**src/rtl/vga_raster_gen.sv**
```systemverilog
// Raster timing engine: sync/blank generation, pixel/cell coordinates and cell-ahead tile requests.
// Optional colour-bar test pattern is enabled by defining VGA_RASTER_TESTPAT_EN.
module vga_raster_gen #(
    parameter int H_SYNC   = 96,
    parameter int H_BACK   = 48,
    parameter int H_DISP   = 640,
    parameter int H_FRONT  = 16,
    parameter int V_SYNC   = 2,
    parameter int V_BACK   = 33,
    parameter int V_DISP   = 480,
    parameter int V_FRONT  = 10,
    parameter int CELL     = 10,
    parameter int PIPE_LAT = 2,
    parameter int REQ_LEAD = 2
) (
    input  logic                                  clk,
    input  logic                                  rst,
`ifdef VGA_RASTER_TESTPAT_EN
    input  logic                                  i_testpat,
`endif
    input  logic [23:0]                           i_rgb,
    output logic                                  o_active,
    output logic [$clog2(H_DISP)-1:0]             o_frame_x,
    output logic [$clog2(V_DISP)-1:0]             o_frame_y,
    output logic [$clog2(H_DISP/CELL)-1:0]        o_cell_x,
    output logic [$clog2(V_DISP/CELL)-1:0]        o_cell_y,
    output logic [3:0]                            o_sub_x,
    output logic [3:0]                            o_sub_y,
    output logic                                  o_req_valid,
    output logic [$clog2(H_DISP/CELL)-1:0]        o_req_x,
    output logic [$clog2(V_DISP/CELL)-1:0]        o_req_y,
    output logic                                  o_frame_start,
    output logic                                  o_vblank,
    output logic                                  VGA_CLK,
    output logic [7:0]                            VGA_R,
    output logic [7:0]                            VGA_G,
    output logic [7:0]                            VGA_B,
    output logic                                  VGA_HS,
    output logic                                  VGA_VS,
    output logic                                  VGA_BLANK_N,
    output logic                                  VGA_SYNC_N
);
    localparam int FXW = $clog2(H_DISP);
    localparam int FYW = $clog2(V_DISP);
    localparam int CXW = $clog2(H_DISP/CELL);
    localparam int CYW = $clog2(V_DISP/CELL);

    localparam logic [10:0] H_LAST = 11'(H_SYNC + H_BACK + H_DISP + H_FRONT - 1);
    localparam logic [10:0] V_LAST = 11'(V_SYNC + V_BACK + V_DISP + V_FRONT - 1);
    localparam logic [10:0] HA     = 11'(H_SYNC + H_BACK);
    localparam logic [10:0] HE     = 11'(H_SYNC + H_BACK + H_DISP);
    localparam logic [10:0] HE_M1  = 11'(H_SYNC + H_BACK + H_DISP - 1);
    localparam logic [10:0] VA     = 11'(V_SYNC + V_BACK);
    localparam logic [10:0] VE     = 11'(V_SYNC + V_BACK + V_DISP);
    localparam logic [10:0] HS_END = 11'(H_SYNC);
    localparam logic [10:0] VS_END = 11'(V_SYNC);
    localparam logic [10:0] RQ_S   = 11'(H_SYNC + H_BACK - REQ_LEAD);
    localparam logic [10:0] RQ_E   = 11'(H_SYNC + H_BACK - REQ_LEAD + H_DISP);
    localparam logic [3:0]  SUB_LAST = 4'(CELL - 1);

    typedef struct packed {
        logic hs;
        logic vs;
        logic blank;
`ifdef VGA_RASTER_TESTPAT_EN
        logic [FXW-1:0] fx;
`endif
    } sync_t;

    logic [10:0]    h_cnt, v_cnt, h_nx, v_nx;
    logic           running;
    logic [3:0]     sy, sy_nx, rsub, rsub_nx;
    logic [CYW-1:0] cy, cy_nx;
    logic [CXW-1:0] rk, rk_nx;
    logic           vact_nx, act_nx, req_nx;
    logic [FXW-1:0] fx_nx;
    sync_t          stage0, tail;
    sync_t          pipe [0:PIPE_LAT];
    logic [23:0]    pix;

    // Registers hold the current position; outputs are registered from the
    // next position so they line up with h_cnt in the same cycle.
    always_comb begin
        h_nx = 11'd0;
        v_nx = 11'd0;
        if (running) begin
            v_nx = v_cnt;
            if (h_cnt == H_LAST) begin
                v_nx = (v_cnt == V_LAST) ? 11'd0 : v_cnt + 11'd1;
            end else begin
                h_nx = h_cnt + 11'd1;
            end
        end
        vact_nx = (v_nx >= VA) && (v_nx < VE);
        act_nx  = vact_nx && (h_nx >= HA) && (h_nx < HE);
        fx_nx   = act_nx ? FXW'(h_nx - HA) : '0;
    end

    always_comb begin
        sy_nx = sy;
        cy_nx = cy;
        if (h_nx == 11'd0 && v_nx == 11'd0) begin
            sy_nx = '0;
            cy_nx = '0;
        end else if (running && h_cnt == HE_M1 && v_cnt >= VA && v_cnt < VE) begin
            if (sy == SUB_LAST) begin
                sy_nx = '0;
                cy_nx = cy + 1'b1;
            end else begin
                sy_nx = sy + 4'd1;
            end
        end
    end

    // Request sub-counter runs REQ_LEAD cycles ahead of the pixel sub-counter.
    always_comb begin
        rsub_nx = rsub;
        rk_nx   = rk;
        req_nx  = 1'b0;
        if (vact_nx) begin
            if (h_nx == RQ_S) begin
                rsub_nx = '0;
                rk_nx   = '0;
                req_nx  = 1'b1;
            end else if (h_nx > RQ_S && h_nx < RQ_E) begin
                if (rsub == SUB_LAST) begin
                    rsub_nx = '0;
                    rk_nx   = rk + 1'b1;
                    req_nx  = 1'b1;
                end else begin
                    rsub_nx = rsub + 4'd1;
                end
            end
        end
    end

    always_comb begin
        stage0       = '0;
        stage0.hs    = (h_nx >= HS_END);
        stage0.vs    = (v_nx >= VS_END);
        stage0.blank = act_nx;
`ifdef VGA_RASTER_TESTPAT_EN
        stage0.fx    = fx_nx;
`endif
    end

    assign tail = pipe[PIPE_LAT];

`ifdef VGA_RASTER_TESTPAT_EN
    localparam int BAR = H_DISP / 8;
    logic [2:0]  bar;
    logic [23:0] bar_rgb;
    always_comb begin
        bar = '0;
        for (int i = 1; i < 8; i++) begin
            if (tail.fx >= FXW'(i * BAR)) bar = 3'(i);
        end
        case (bar)
            3'd0:    bar_rgb = 24'hFFFFFF;
            3'd1:    bar_rgb = 24'hFFFF00;
            3'd2:    bar_rgb = 24'h00FFFF;
            3'd3:    bar_rgb = 24'h00FF00;
            3'd4:    bar_rgb = 24'hFF00FF;
            3'd5:    bar_rgb = 24'hFF0000;
            3'd6:    bar_rgb = 24'h0000FF;
            default: bar_rgb = 24'h000000;
        endcase
        pix = i_testpat ? bar_rgb : i_rgb;
    end
`else
    assign pix = i_rgb;
`endif

    always_ff @(posedge clk) begin
        if (rst) begin
            h_cnt <= '0;  v_cnt <= '0;  running <= 1'b0;
            sy <= '0;  cy <= '0;  rsub <= '0;  rk <= '0;
            o_active <= 1'b0;  o_frame_x <= '0;  o_frame_y <= '0;
            o_cell_x <= '0;  o_cell_y <= '0;  o_sub_x <= '0;  o_sub_y <= '0;
            o_req_valid <= 1'b0;  o_req_x <= '0;  o_req_y <= '0;
            o_frame_start <= 1'b0;  o_vblank <= 1'b0;
            for (int i = 0; i <= PIPE_LAT; i++) pipe[i] <= '0;
            VGA_R <= '0;  VGA_G <= '0;  VGA_B <= '0;
            VGA_HS <= 1'b0;  VGA_VS <= 1'b0;  VGA_BLANK_N <= 1'b0;
        end else begin
            running <= 1'b1;
            h_cnt <= h_nx;  v_cnt <= v_nx;
            sy <= sy_nx;  cy <= cy_nx;  rsub <= rsub_nx;  rk <= rk_nx;

            o_active  <= act_nx;
            o_frame_x <= fx_nx;
            o_frame_y <= act_nx ? FYW'(v_nx - VA) : '0;
            o_sub_y   <= act_nx ? sy_nx : '0;
            o_cell_y  <= act_nx ? cy_nx : '0;
            if (!act_nx || h_nx == HA) begin
                o_sub_x  <= '0;
                o_cell_x <= '0;
            end else if (o_sub_x == SUB_LAST) begin
                o_sub_x  <= '0;
                o_cell_x <= o_cell_x + 1'b1;
            end else begin
                o_sub_x  <= o_sub_x + 4'd1;
            end

            o_req_valid <= req_nx;
            if (req_nx) begin
                o_req_x <= rk_nx;
                o_req_y <= cy_nx;
            end
            o_frame_start <= (h_nx == 11'd0) && (v_nx == 11'd0);
            o_vblank      <= !vact_nx;

            pipe[0] <= stage0;
            for (int i = 1; i <= PIPE_LAT; i++) pipe[i] <= pipe[i-1];

            VGA_HS      <= tail.hs;
            VGA_VS      <= tail.vs;
            VGA_BLANK_N <= tail.blank;
            VGA_R <= tail.blank ? pix[23:16] : 8'd0;
            VGA_G <= tail.blank ? pix[15:8]  : 8'd0;
            VGA_B <= tail.blank ? pix[7:0]   : 8'd0;
        end
    end

    assign VGA_CLK    = clk;
    assign VGA_SYNC_N = 1'b0;
endmodule

```
**config.mk**
```make
export PLATFORM = sky130hd
export DESIGN_NAME = vga_raster_gen
export DESIGN_NICKNAME = d
export VERILOG_FILES = /design/src/rtl/vga_raster_gen.sv
export SDC_FILE = /design/constraint.sdc
export NUM_CORES = 1
export LEC_CHECK = 0
export BUFFER_PORTS_ARGS = -buffer_cell sky130_fd_sc_hd__buf_2
export CORE_UTILIZATION = 59
export DETAILED_ROUTE_END_ITERATION = 12
export PLACE_DENSITY = 0.89
export SYNTH_ARGS = -nofsm -noshare
export SYNTH_HDL_FRONTEND = slang
export SYNTH_SLANG_ARGS = --single-unit
```
**constraint.sdc**
```tcl
create_clock -name clk -period 9.3 [get_ports clk]
set_clock_uncertainty 0.05 [all_clocks]
set_input_delay 2.325 -clock clk [delete_from_list [all_inputs] [get_ports clk]]
set_output_delay 2.325 -clock clk [all_outputs]
set_load 0.1 [all_outputs]
```
## Yosys cells after proc, flatten, opt, wreduce, memory -nomap -nowiden

Memories as Yosys holds them, arrays and structs flattened.
Cells that the tools add are included.

| storage, ports and cells | value |
|---|---|
| logic and storage cells | 106 |
| register bits after elaboration | 125 |
| output and inout bits | 84 |
| memory bits (writable) | 9 |
| bits in read-only memories | 0 |
| latch bits | 0 |
| memories | 1 |
| input bits | 26 |

| operators by class | value |
|---|---|
| equal/unequal tests | 8 |
| multiplexer cells | 28 |
| bitwise operators | 5 |
| $mul | 0 |
| add/subtract/negate cells | 10 |
| order comparisons | 10 |
| shift-type cells | 0 |
| div/mod/pow operators | 0 |
| reductions and logical operators | 19 |

Memories:

| name | depth | width | read ports | clocked after Yosys merged registers in | wr ports | RTL line | text |
|---|---|---|---|---|---|---|---|
| pipe | 3 | 3 | 3 | 0 | 3 | 78 | `sync_t pipe [0:PIPE_LAT];` |

Operator list:

| cell | number |
|---|---|
| $mux W11 | 5 |
| $lt A11 B10 Y1 const B | 4 |
| $mux W6 | 7 |
| $eq A11 B10 Y1 const B | 3 |
| $mux W4 | 6 |
| $add A11 B1 Y11 const B | 2 |
| $eq A11 B8 Y1 const B | 2 |
| $ge A11 B6 Y1 const B | 2 |
| $logic_not A11 Y1 | 2 |
| $add A6 B1 Y6 const B | 3 |
| $add A4 B1 Y4 const B | 3 |
| $eq A4 B4 Y1 const B | 3 |
| $ge A11 B2 Y1 const B | 1 |
| $ge A11 B7 Y1 const B | 1 |
| $ge A11 B8 Y1 const B | 1 |
| $gt A11 B8 Y1 const B | 1 |
| $sub A10 B8 Y10 const B | 1 |
| $mux W3 | 3 |
| $sub A9 B6 Y9 const B | 1 |
| $logic_and A1 B1 Y1 | 8 |
| $mux W1 | 7 |
| $reduce_or A2 Y1 | 3 |
| $or A1 B1 Y1 | 3 |
| $reduce_or A3 Y1 | 1 |
| 5 further kinds | 7 |

## Depth between registers and ports, before layout

Gate-level depths: netlist (run 1).

| depth | value |
|---|---|
| depth in word-level cells | 11 |
| depth in mapped cells | 15 |
| mapped depth without buffers | 12 |

==> metrics.txt, run 1 <==
CP Capture Type output pin; CP Class clock port to output pin; met2 usage 0.4889; final wirelength 14420 um; EDFF count, synth 0; core footprint 9729 um2; drt via density 5.722; WP data required 6.93 ns; Post-Place Cells 866; Synth Flop Type dfxtp_1; Worst VDD drop 0.1321 mV; CP Data Arrival Time 5.15 ns; syn_nets 705; Clock Pin Slew Worst Setup and Hold Paths 0.06 ns; critical-path cell list clkbuf_8, clkbuf_8, buf_2; Max-slew headroom 0.2523; Vert. Die Dim 102.2 um; Avg WL per Cell 16.04 um; RSZ-0062 raised after global routing false; total number of yosys warnings 0; post-CTS setup buffers 0; Non-Filler Instances 899; critical path buffer and inverter count 3; Die W 102.2 um; Pleak 2.949 nW; # DRC 0; area leader, netlist dfxtp_1; total power divided by cell area 181.6 nW/um2; dpl hpwl 10150 um; Port Buffer Count 108; first-pass GRT wire length 22850 um; global routing met1 resource utilization 0.3195; Layout area overhead 18.90%; via count 5144; hold buffer count at CTS 0; Ports 110; # setup viols final 0; Yosys reg bits 133; n_diodes 0; Worst setup SP type clock port; Tightest Pin Transition 1.119 ns; Row Count 36; router iterations before antenna repair 5; grt total ovfl 0; max-slew violations 0; # nets final 799; global route hottest layer met2; async set or reset register ratio after synthesis 0; Seq/Total Area, Yosys 0.4498; CP Max Fanout 2; critical path's most frequent cell clkbuf_8; setup TNS 0 ns; Post-Place Cell Area 6451 um2; post-cts sizing count 0; DIE AREA 10440 um2; Syn Inst Count 661; overall global routing resource usage 0.2882; Non-Filler Cell Area, Final 7038 um2; routability cong. 0.9483; final hold vios 0; mapped cell area 5919 um2; insertion delay to the later sink of the worst-skew pair 0.62 ns; met3 usage 0.08276; crit-path max cell delay 0.28 ns; Syn Area/Cell 8.955 um2; ANT nets after route 0; worst min-delay path category flop to flop; proportion of layout cells with a drive suffix above 1 0.2063; share of the synthesized area in the top cell type 0.4498; commonest non-fill, non-tap cell in the layout dfxtp_1; slowest stage cell on the critical path buf_2; initial core utilization 0.6084; max-cap viol count 0; vias in the first global route 4909; synth unique cells 67; antenna violations before repair 0; synth top area cells dfxtp_1, nor2_1, xnor2_1; most frequent cells in the layout dfxtp_1, buf_2, nor2_1, nand2_1, a21oi_1; status completed; CTS tree yes; largest net degree at the start of global routing 33; Worst path top cell family by delay buffers and inverters; Iter 0 DRT Violations 305
==> cell families after synthesis <==
| group | after synthesis | share of synthesized area |
|---|---|---|
| XOR/XNOR | 44 | 0.06510 |
| other | 1 | 0.0006335 |
| adder cells (fa/ha/maj) | 18 | 0.03805 |
| multiplexers | 7 | 0.01226 |
| AND/OR/NAND/NOR | 273 | 0.2541 |
| AO/OA/AOI/OAI | 119 | 0.1315 |
| flip-flops | 133 | 0.4498 |
| buffers and inverters | 66 | 0.04861 |
==> cells in the mapped netlist, types with 3 or more instances <==
cell,number
a211o_1,5
a211oi_1,5
a21oi_1,32
a31oi_1,8
and2_1,29
and3_1,10
and3b_1,3
and4_1,5
buf_2,11
buf_4,3
clkbuf_1,19
dfxtp_1,133
ha_1,18
inv_1,29
mux2i_1,5
nand2_1,35
nand2b_1,6
nand3_1,20
nand4_1,18
nand4b_1,6
nor2_1,76
nor2b_1,16
nor3_1,16
nor3b_1,3
nor4_1,7
o211ai_1,4
o21ai_0,24
o22ai_1,7
o31ai_1,6
or3_1,4
or4_1,8
xnor2_1,28
xor2_1,16
==> stage by stage <==
step                worst slack (ns)  hold slack, ns    util  total power [mW]
floorplan                      2.063          0.3638       -            0.6412
global placement               2.005          0.3710  0.6631            0.6467
detailed placement             2.005          0.3742  0.6631            0.6473
CTS                            1.769          0.3890  0.7234             1.285
global route                   1.765          0.4074  0.7234             1.314
finish                         1.773          0.3881  0.7234             1.278
==> report_power, final <==
group	leakage [nW]	switching (mW)	internal, mW
clock	0.281	0.283	0.397
sequential	1.07	0.00204	0.571
combinational	1.60	0.0179	0.00654
total	2.95	0.303	0.975
==> path summary, 6_finish.rpt <==
| check | cells past startpoint | endpoint | slack (ns) | start |
|---|---|---|---|---|
| setup reg to reg | 11 | o_frame_y[2] | 4.42 | h_cnt[0] |
| hold / removal | 1 | pipe[0][4] | 0.39 | pipe[0][1] |
| hold reg to reg | 1 | pipe[0][4] | 0.39 | pipe[0][1] |
| setup / recovery | 3 | VGA_CLK | 1.77 | clk |
==> area by class of cell <==
class                           count  area [um2]
Clock buffer                       24       491.7
Timing Repair Buffer              107       535.5
Multi-Input combinational cell    462        2969
Clock inverter                     10       100.1
Sequential cell                   133        2663
Tap cell                          133       166.4
Inverter                           30       112.6
Fill cell                         731        2691
==> metal layers <==
layer	wire [um]	share of wire	up-vias
met5	0	0	-
met4	529	0.037	0
met3	1099	0.076	50
met2	6932	0.48	231
met1	5862	0.41	2365
li1	-	-	2498
==> worst reg2reg max path: stages (launching register included) <==
cell,delay [ns]
dfxtp_1,0.51
ha_1,0.49
nand3_1,0.42
nor3_4,0.49
nor2_1,0.07
o21ai_0,0.32
inv_1,0.14
ha_1,0.28
o311ai_1,0.41
o211ai_1,0.44
nand2_1,0.97
nor2_1,0.15
==> registers in the layout, summed over array words and instances (netlist names), 4 cells and up <==
| signal | flops |
|---|---|
| v_cnt | 11 |
| o_sub_x | 4 |
| o_cell_x | 6 |
| VGA_G | 8 |
| o_req_y | 6 |
| rsub | 4 |
| o_frame_y | 9 |
| pipe | 9 |
| o_frame_x | 10 |
| sy | 4 |
| rk | 6 |
| VGA_R | 8 |
| o_cell_y | 6 |
| VGA_B | 8 |
| o_sub_y | 4 |
| o_req_x | 6 |
| h_cnt | 11 |
| cy | 6 |
Note: power is estimated with default switching activity, not from simulation.
==> run 2, diff against run 1 <==
- ABC_AREA: not set -> 1
- CORE_UTILIZATION: 59 -> 51
- PLACE_DENSITY: 0.89 -> 0.81
- clock period: 9.3 -> 6.5 ns (I/O delays scaled with it)
==> metrics.txt, run 2 <==
status completed; Seq/Total Area, Yosys 0.4138 (-0.03603); # DRC 0 (unchanged); Multi-input gate area 3134 um2 (+5.6%); initial core utilization 0.5291 (-0.07930); CP Capture Type output pin; ANT nets after route 0 (unchanged); Synth Flop Type dfxtp_1; max-slew violations 0 (unchanged); core footprint 12160 um2 (+25%); Syn Area/Cell 7.354 um2 (-18%); Row Count 40 (+11%); synth top area cells dfxtp_1, nand2_1, nor2_1; Yosys reg bits 133 (unchanged); Vert. Die Dim 114.3 um (+12%); first-pass GRT wire length 25350 um (+11%); dpl hpwl 10800 um (+6.5%); Max-slew headroom 0.3477 (+0.09539); synth unique cells 44 (-34%); Power, Total 2.023 mW (+58%); Tightest Pin Transition 0.9771 ns (-0.1421 ns); final hold vios 0 (unchanged); proportion of layout cells with a drive suffix above 1 0.2320 (+0.02573); most frequent cells in the layout nand2_1, nor2_1, dfxtp_1, inv_1, buf_2; setup TNS 0 ns (unchanged); # setup viols final 0 (unchanged); Pleak 3.873 nW (+31%); register area 2663 um2 (unchanged); grt total ovfl 0 (unchanged); largest net degree at the start of global routing 58 (+76%); WP data required 4.83 ns (-2.10 ns); mapped cell area 6435 um2 (+8.7%); insertion delay to the later sink of the worst-skew pair 0.53 ns (-0.09 ns); syn_nets 919 (+30%); async set or reset register ratio after synthesis 0 (unchanged); area leader, netlist dfxtp_1; Clock Pin Slew Worst Setup and Hold Paths 0.06 ns (about the same); DIE AREA 13070 um2 (+25%); total power divided by cell area 261.1 nW/um2 (+44%); Die W 114.3 um (+12%); router iterations before antenna repair 5 (unchanged); post-cts sizing count 0 (unchanged); Worst VDD drop 0.1553 mV (+18%); Largest regs h_cnt: 11 flops, v_cnt: 11 flops, o_frame_x: 10 flops; worst min-delay path category flop to flop; antenna violations before repair 0 (unchanged); drt via density 5.017 (-12%); CP Data Arrival Time 3.78 ns (-1.37 ns); CTS tree yes; n_diodes 0 (unchanged); Syn Inst Count 875 (+32%); via count 5860 (+14%); overall global routing resource usage 0.2479 (-0.04032); Fillers 1036 (+42%); Port Buffer Count 108 (unchanged); routability cong. 0.9082 (-4.2%); top-count cell post-synth nand2_1; Avg WL per Cell 13.24 um (-17%); commonest non-fill, non-tap cell in the layout nand2_1; Worst setup SP type clock port; hold buffer count at CTS 0 (unchanged); total number of yosys warnings 0 (unchanged); EDFF count, synth 0 (unchanged); final wirelength 15460 um (+7.2%); post-CTS setup buffers 0 (unchanged); commonest cells in the synthesized netlist nand2_1, nor2_1, dfxtp_1; max-cap viol count 0 (unchanged); Ports 110 (unchanged); Layout area overhead 20.40%; # nets final 1031 (+29%); share of the synthesized area in the top cell type 0.4138 (-0.03603); CP Class clock port to output pin; Iter 0 DRT Violations 483 (+58%); RSZ-0062 raised after global routing false; vias in the first global route 5535 (+13%); CP Max Fanout 2 (unchanged)
## run 2: changes by cell type after synthesis, sizes merged, moves of 9 or more
cell   before  now
nor2       76  190
nor2b      16    0
nand3      21   73
xnor2      28    3
buf        17    8
and2       29    0
inv        29  127
and3       10    0
nand2      35  186
## run 2: cell type report
class,instances,share of cell area
Clock buffer,22,0.06573
Clock inverter,14,0.02584
Inverter,128,0.06298
Multi-Input combinational cell,595,0.4046
Sequential cell,133,0.3437
Tap cell,168,0.02713
Timing Repair Buffer,108,0.07009
## run 2: cells by family after synthesis
| family | after synthesis | share of synthesized area |
|---|---|---|
| adders and majority gates | 18 | 0.03500 |
| and+or+nand+nor | 499 | 0.3706 |
| buffers and inverters | 147 | 0.09916 |
| other | 1 | 0.0005828 |
| AOI/OAI and AO/OA | 55 | 0.05017 |
| muxes | 3 | 0.004861 |
| DFF | 133 | 0.4138 |
| xor gates and xnor gates | 19 | 0.02586 |
## run 2: critical path: stages
cell       delay (ns)
clkbuf_16        0.12
clkbuf_16        0.13
buf_2            0.28
## run 2: stage by stage
step | utilization | cell area [um2] | instances | hold WS (ns) | setup slack [ns]
final | 0.6370 | 7747 | 1168 | 0.3544 | 1.047
after global routing | 0.6370 | 7747 | 1168 | 0.3715 | 1.043
after detailed placement | 0.5791 | 7043 | 1133 | 0.3494 | 1.305
after CTS | 0.6370 | 7747 | 1168 | 0.3564 | 1.044
after floorplan | - | 6435 | 875 | 0.3383 | 1.363
after global placement | 0.5791 | 7043 | 1133 | 0.3403 | 1.305
## run 2: path summary, 6_finish.rpt
path | startpoint | slack (ns) | end | depth (start not counted)
setup / recovery | clk | 1.05 | VGA_CLK | 3
hold / removal | pipe[0][5] | 0.35 | pipe[0][8] | 2
setup reg to reg | running | 3.13 | o_req_x[5] | 16
hold reg to reg | pipe[0][5] | 0.35 | pipe[0][8] | 2
## run 2: power breakdown
part | internal [mW] | switching (mW)
combinational | 0.0109 | 0.0289
clock | 0.728 | 0.435
sequential | 0.817 | 0.00353
total | 1.56 | 0.467
## run 2: layer usage
metal	part of all wire	global-route usage
met1	0.44	0.3059
met2	0.48	0.4145
met3	0.054	0.05241
met4	0.020	0.1143
met5	0	0
